## src/rtl/fifo_wptr_full.sv

```systemverilog
// Write-side pointer and flag stage of the dual-clock FIFO: owns the write pointer,
// drives the Gray write address/enable for dpram and derives full, almost_full and fill level.
module fifo_wptr_full #(
  parameter int n        = 5,
  parameter int AF_LEVEL = 12
) (
  input  logic         wclk,
  input  logic         wrst,
  input  logic         winc,
  input  logic [n-1:0] rptr_g,
  output logic         wen,
  output logic [n-2:0] waddr_g,
  output logic [n-1:0] wptr_g,
  output logic         full,
  output logic         almost_full,
  output logic [n-1:0] wcount
);

  localparam logic [n-1:0] AF_THR = AF_LEVEL[n-1:0];

  logic [n-1:0] wbin;
  logic [n-1:0] rq1, rq2;
  logic [n-1:0] rbin;
  logic [n-1:0] wbin_next;
  logic [n-1:0] wgray_next;
  logic [n-2:0] wlow_next;
  logic [n-2:0] waddr_next;
  logic [n-1:0] wcount_next;
  logic         full_next;
  logic         af_next;

  assign wen = winc & ~full;

  always_comb begin
    rbin = '0;
    // each binary bit is the XOR of all Gray bits at and above it
    for (int i = 0; i < n; i++) begin
      rbin[i] = ^(rq2 >> i);
    end
    wbin_next   = wen ? wbin + n'(1) : wbin;
    wgray_next  = wbin_next ^ (wbin_next >> 1);
    wlow_next   = wbin_next[n-2:0];
    waddr_next  = wlow_next ^ (wlow_next >> 1);
    wcount_next = wbin_next - rbin;
    // full when the write pointer is exactly one lap ahead of the synchronised read pointer
    full_next   = (wgray_next == {~rq2[n-1:n-2], rq2[n-3:0]});
    af_next     = (wcount_next >= AF_THR);
  end

  always_ff @(posedge wclk or posedge wrst) begin
    if (wrst) begin
      rq1         <= '0;
      rq2         <= '0;
      wbin        <= '0;
      wptr_g      <= '0;
      waddr_g     <= '0;
      full        <= 1'b0;
      almost_full <= 1'b0;
      wcount      <= '0;
    end else begin
      rq1         <= rptr_g;
      rq2         <= rq1;
      wbin        <= wbin_next;
      wptr_g      <= wgray_next;
      waddr_g     <= waddr_next;
      full        <= full_next;
      almost_full <= af_next;
      wcount      <= wcount_next;
    end
  end

endmodule

```

## config.mk

```make
export PLATFORM = sky130hd
export DESIGN_NAME = fifo_wptr_full
export DESIGN_NICKNAME = d
export VERILOG_FILES = /design/src/rtl/fifo_wptr_full.sv
export SDC_FILE = /design/constraint.sdc
export NUM_CORES = 1
export LEC_CHECK = 0
export ABC_AREA = 0
export BUFFER_PORTS_ARGS = -buffer_cell sky130_fd_sc_hd__buf_2
export CAP_MARGIN = 5
export CORE_UTILIZATION = 57
export DETAILED_ROUTE_END_ITERATION = 10
export PLACE_DENSITY = 0.83
export SYNTH_ARGS = -nofsm -noshare
export SYNTH_HDL_FRONTEND = slang
export SYNTH_SLANG_ARGS = --single-unit
```

## constraint.sdc

```tcl
create_clock -name wclk -period 5.24 [get_ports wclk]
set_input_delay 0.262 -clock wclk [delete_from_list [all_inputs] [get_ports wclk]]
set_output_delay 0.262 -clock wclk [all_outputs]
set_load 0.01 [all_outputs]
```

==> reports/qor.yml <==
timing:
  slew_headroom_pct: 36.8
  maxSlewViolCount: 0
  finalClockSkew_ps: 1.88
  rsz0062_at_grt: "false"
  setup_viol: 0
  min_period_over_period_pct: 61.4
  tightest_slew_ps: 948
  max_freq_mhz: 311
  final_hold_viol_count: 0
  fin_tns_setup_ps: 0
  layout_min_cycle_time_ps: 3220
global_routing:
  grt_pass1_vias: 701
  grt_pass1_wl_um: 3090
  antenna_found_initial: 0
  grt_max_degree: 27
  grt_overflow: 0
  gr-usage-all-layers_pct: 20.9
cts:
  cts_resized: 0
  cts.sinks: 26
  clk_latency_ps: 320
  cts-root-buf: "clkbuf_4"
  cts_tree: "built"
  cts_setup_buffers: 0
  cts_hold_buf: 0
  path_clk_slew_ps: 120
  numCtsBuffers: 3
  cts_max_level: 1
  cts_buffer_depth: 2
min_path:
  min_path_cells: 1
  min_from: "rptr_g[3]"
  hold_class: "in2reg"
  hold-path-endpoint: "rq1[3]"
power:
  p_sw_share_pct: 41.1
  p_seq_share_pct: 35.4
  power.switching_mw: 0.365
  power_density_mw_per_mm2: 666
  vdd_drop_max_v: 0.000345
  power_leakage_nw: 0.648
  internal-power_mw: 0.524
  pwr-share-comb_pct: 55.4
  pwr-share-clk_pct: 9.2
flow_run:
  drv_cap: 0
layout:
  postLayoutCoreUtil_pct: 67.4
  stdcell_area_sq_mm: 0.00134
  num_antenna_cells: 0
  nets: 126
  drive_gt1_share_pct: 27.9
  synthToLayoutAreaGrowth_pct: 10.6
  num-fill-cells: 148
  mostFrequentLayoutCells: "dfrtp_1, buf_2, xnor2_1"
  layout_commonest_cell: "dfrtp_1"
setup_path:
  cp_data_required_time_ps: 5450
  cp_cell_sequence: "xnor3_1 > xor2_1 > xnor2_1 > ha_1 > inv_1 > fa_1 > a31oi_1 > o31ai_1 > xor2_1 > or3b_1"
  crit_type: "reg2reg"
  start_kind: "register"
  worstPathArrival_ps: 3430
  reg2regPathDepth: 10
  slowest_stage: "xnor3_1"
  cp-end-kind: "register"
  slowest_delay_ps: 510
  critPathMaxFanout: 5
  path_buf_inv: 1
  reg2reg_slack_ps: 2020
  critical_path.top_delay_family: "XOR/XNOR gates"
  reg2reg_from: "rq2[4]"
  timing.critical_path.mode_cell: "xor2_1"
  rr_endpoint: "almost_full"
floorplan:
  start_util_pct: 61.0
  coreArea_sq_mm: 0.00198
  rows: 16
  die_area_sq_mm: 0.00231
  fp.dieH_um: 48.1
  io_pins: 25
  die_x_um: 48.1
route:
  wirelength_um: 1900
  firstDrtPassIters: 4
  drtAntennaViolNets: 0
  drt-initial-drc-count: 18
  dr_total_vias: 725
  wl_per_cell_um: 13.7
  viasPerCell: 5.25
  drc_errors: 0
logic_synthesis:
  avgSynthCellArea_sq_um: 13.4
  yosys-top-cells-area: "dfrtp_1, xnor2_1, xnor3_1"
  ys_ff_latch: 26
  synth.distinct_cells: 26
  synth_area_sq_mm: 0.00121
  synth_top_area_share_pct: 53.8
  synth_cells: 90
  yosys_warnings: 0
  seq_area_frac_synth_pct: 53.8
  yosysTopAreaCell: "dfrtp_1"
  synth_fp_nets: 103
run_status:
  status: "completed"
placed_design:
  placed_area_sq_mm: 0.00131
  dp.final_hpwl_um: 1450
  place_congestion: 0.921
  port_buffers: 24
[through the flow]
| step | hold WS [ps] | std cells | worst slack (ps) | power [mW] |
|---|---|---|---|---|
| floorplan | 293 | 90 | 2360 | 0.707 |
| global placement | 333 | 135 | 2280 | 0.789 |
| detailed placement | 336 | 135 | 2090 | 0.814 |
| CTS | 32.7 | 138 | 2060 | 0.895 |
| global route | 24.3 | 138 | 1850 | 0.973 |
| finish | 37.8 | 138 | 2020 | 0.889 |
[synth_stat cells]
master	instances
a2111oi_2	1
a21oi_1	3
a31oi_1	1
and4_4	1
buf_4	5
buf_6	1
dfrtp_1	26
fa_1	1
ha_1	4
inv_1	7
mux2i_1	1
nand3_1	1
nand3b_1	2
nand4_1	1
nor2_1	1
nor2b_4	1
nor3_1	3
o21ai_0	2
o21ai_1	1
o31ai_1	1
or3_1	1
or3b_1	1
xnor2_1	13
xnor3_1	3
xor2_1	7
xor2_2	1
[registers in the layout (all words and copies together), names as in the netlist]
name         cells
almost_full      1
full             1
rq1              5
rq2              5
waddr_g          3
wbin             5
wcount           5
wptr_g           1
[how the worst max path moves through the flow]
stage                     startpoint           to  slack, ps  cells after the start
after floorplan               rq2[4]  almost_full       2360                     10
after global placement        rq2[4]  almost_full       2280                     10
after detailed placement      rq2[4]  almost_full       2090                     10
after CTS                     rq2[4]  almost_full       2060                     10
after global routing          rq2[4]  almost_full       1850                     10
final                         rq2[4]  almost_full       2020                     10
[logic make-up after synthesis]
group | count (synthesis) | share of synthesized area [%]
adder cells (fa/ha/maj) | 5 | 5.80
buffers and inverters | 13 | 6.21
multiplexers | 1 | 0.828
AO/OA/AOI/OAI | 9 | 4.86
AND/OR/NAND/NOR | 12 | 7.04
flip-flops | 26 | 53.8
XOR/XNOR | 24 | 21.4
[metal layers]
| metal | share of wire (%) | global-route usage, % | vias to the layer above |
|---|---|---|---|
| met5 | 0 | 0 | - |
| met4 | 3.7 | 12.8 | 0 |
| met3 | 3.8 | 2.64 | 8 |
| met2 | 51 | 34.6 | 29 |
| met1 | 41 | 26.0 | 349 |
| li1 | - | - | 339 |
[cell type report]
class	instances	area [sq um]	area share [%]
Sequential cell	26	651	48.7
Multi-Input combinational cell	51	483	36.1
Timing Repair Buffer	24	120	8.99
Tap cell	27	33.8	2.53
Inverter	7	26.3	1.97
Clock buffer	3	22.5	1.69
[worst reg2reg max path, stage by stage (launching register included)]
cell and delay (ps):
dfrtp_1 440, xnor3_1 510, xor2_1 360, xnor2_1 170, ha_1 170, inv_1 60, fa_1 500, a31oi_1 250
o31ai_1 120, xor2_1 170, or3b_1 360
[power by group through the flow]
stage / sequential (mW) / combinational, mW / clock [mW]
after floorplan: 0.340 / 0.368 / 0
after global placement: 0.317 / 0.473 / 0
after detailed placement: 0.321 / 0.493 / 0
after CTS: 0.316 / 0.495 / 0.0836
after global routing: 0.328 / 0.555 / 0.0903
final: 0.315 / 0.493 / 0.0815
(Power assumes the default switching activity.)
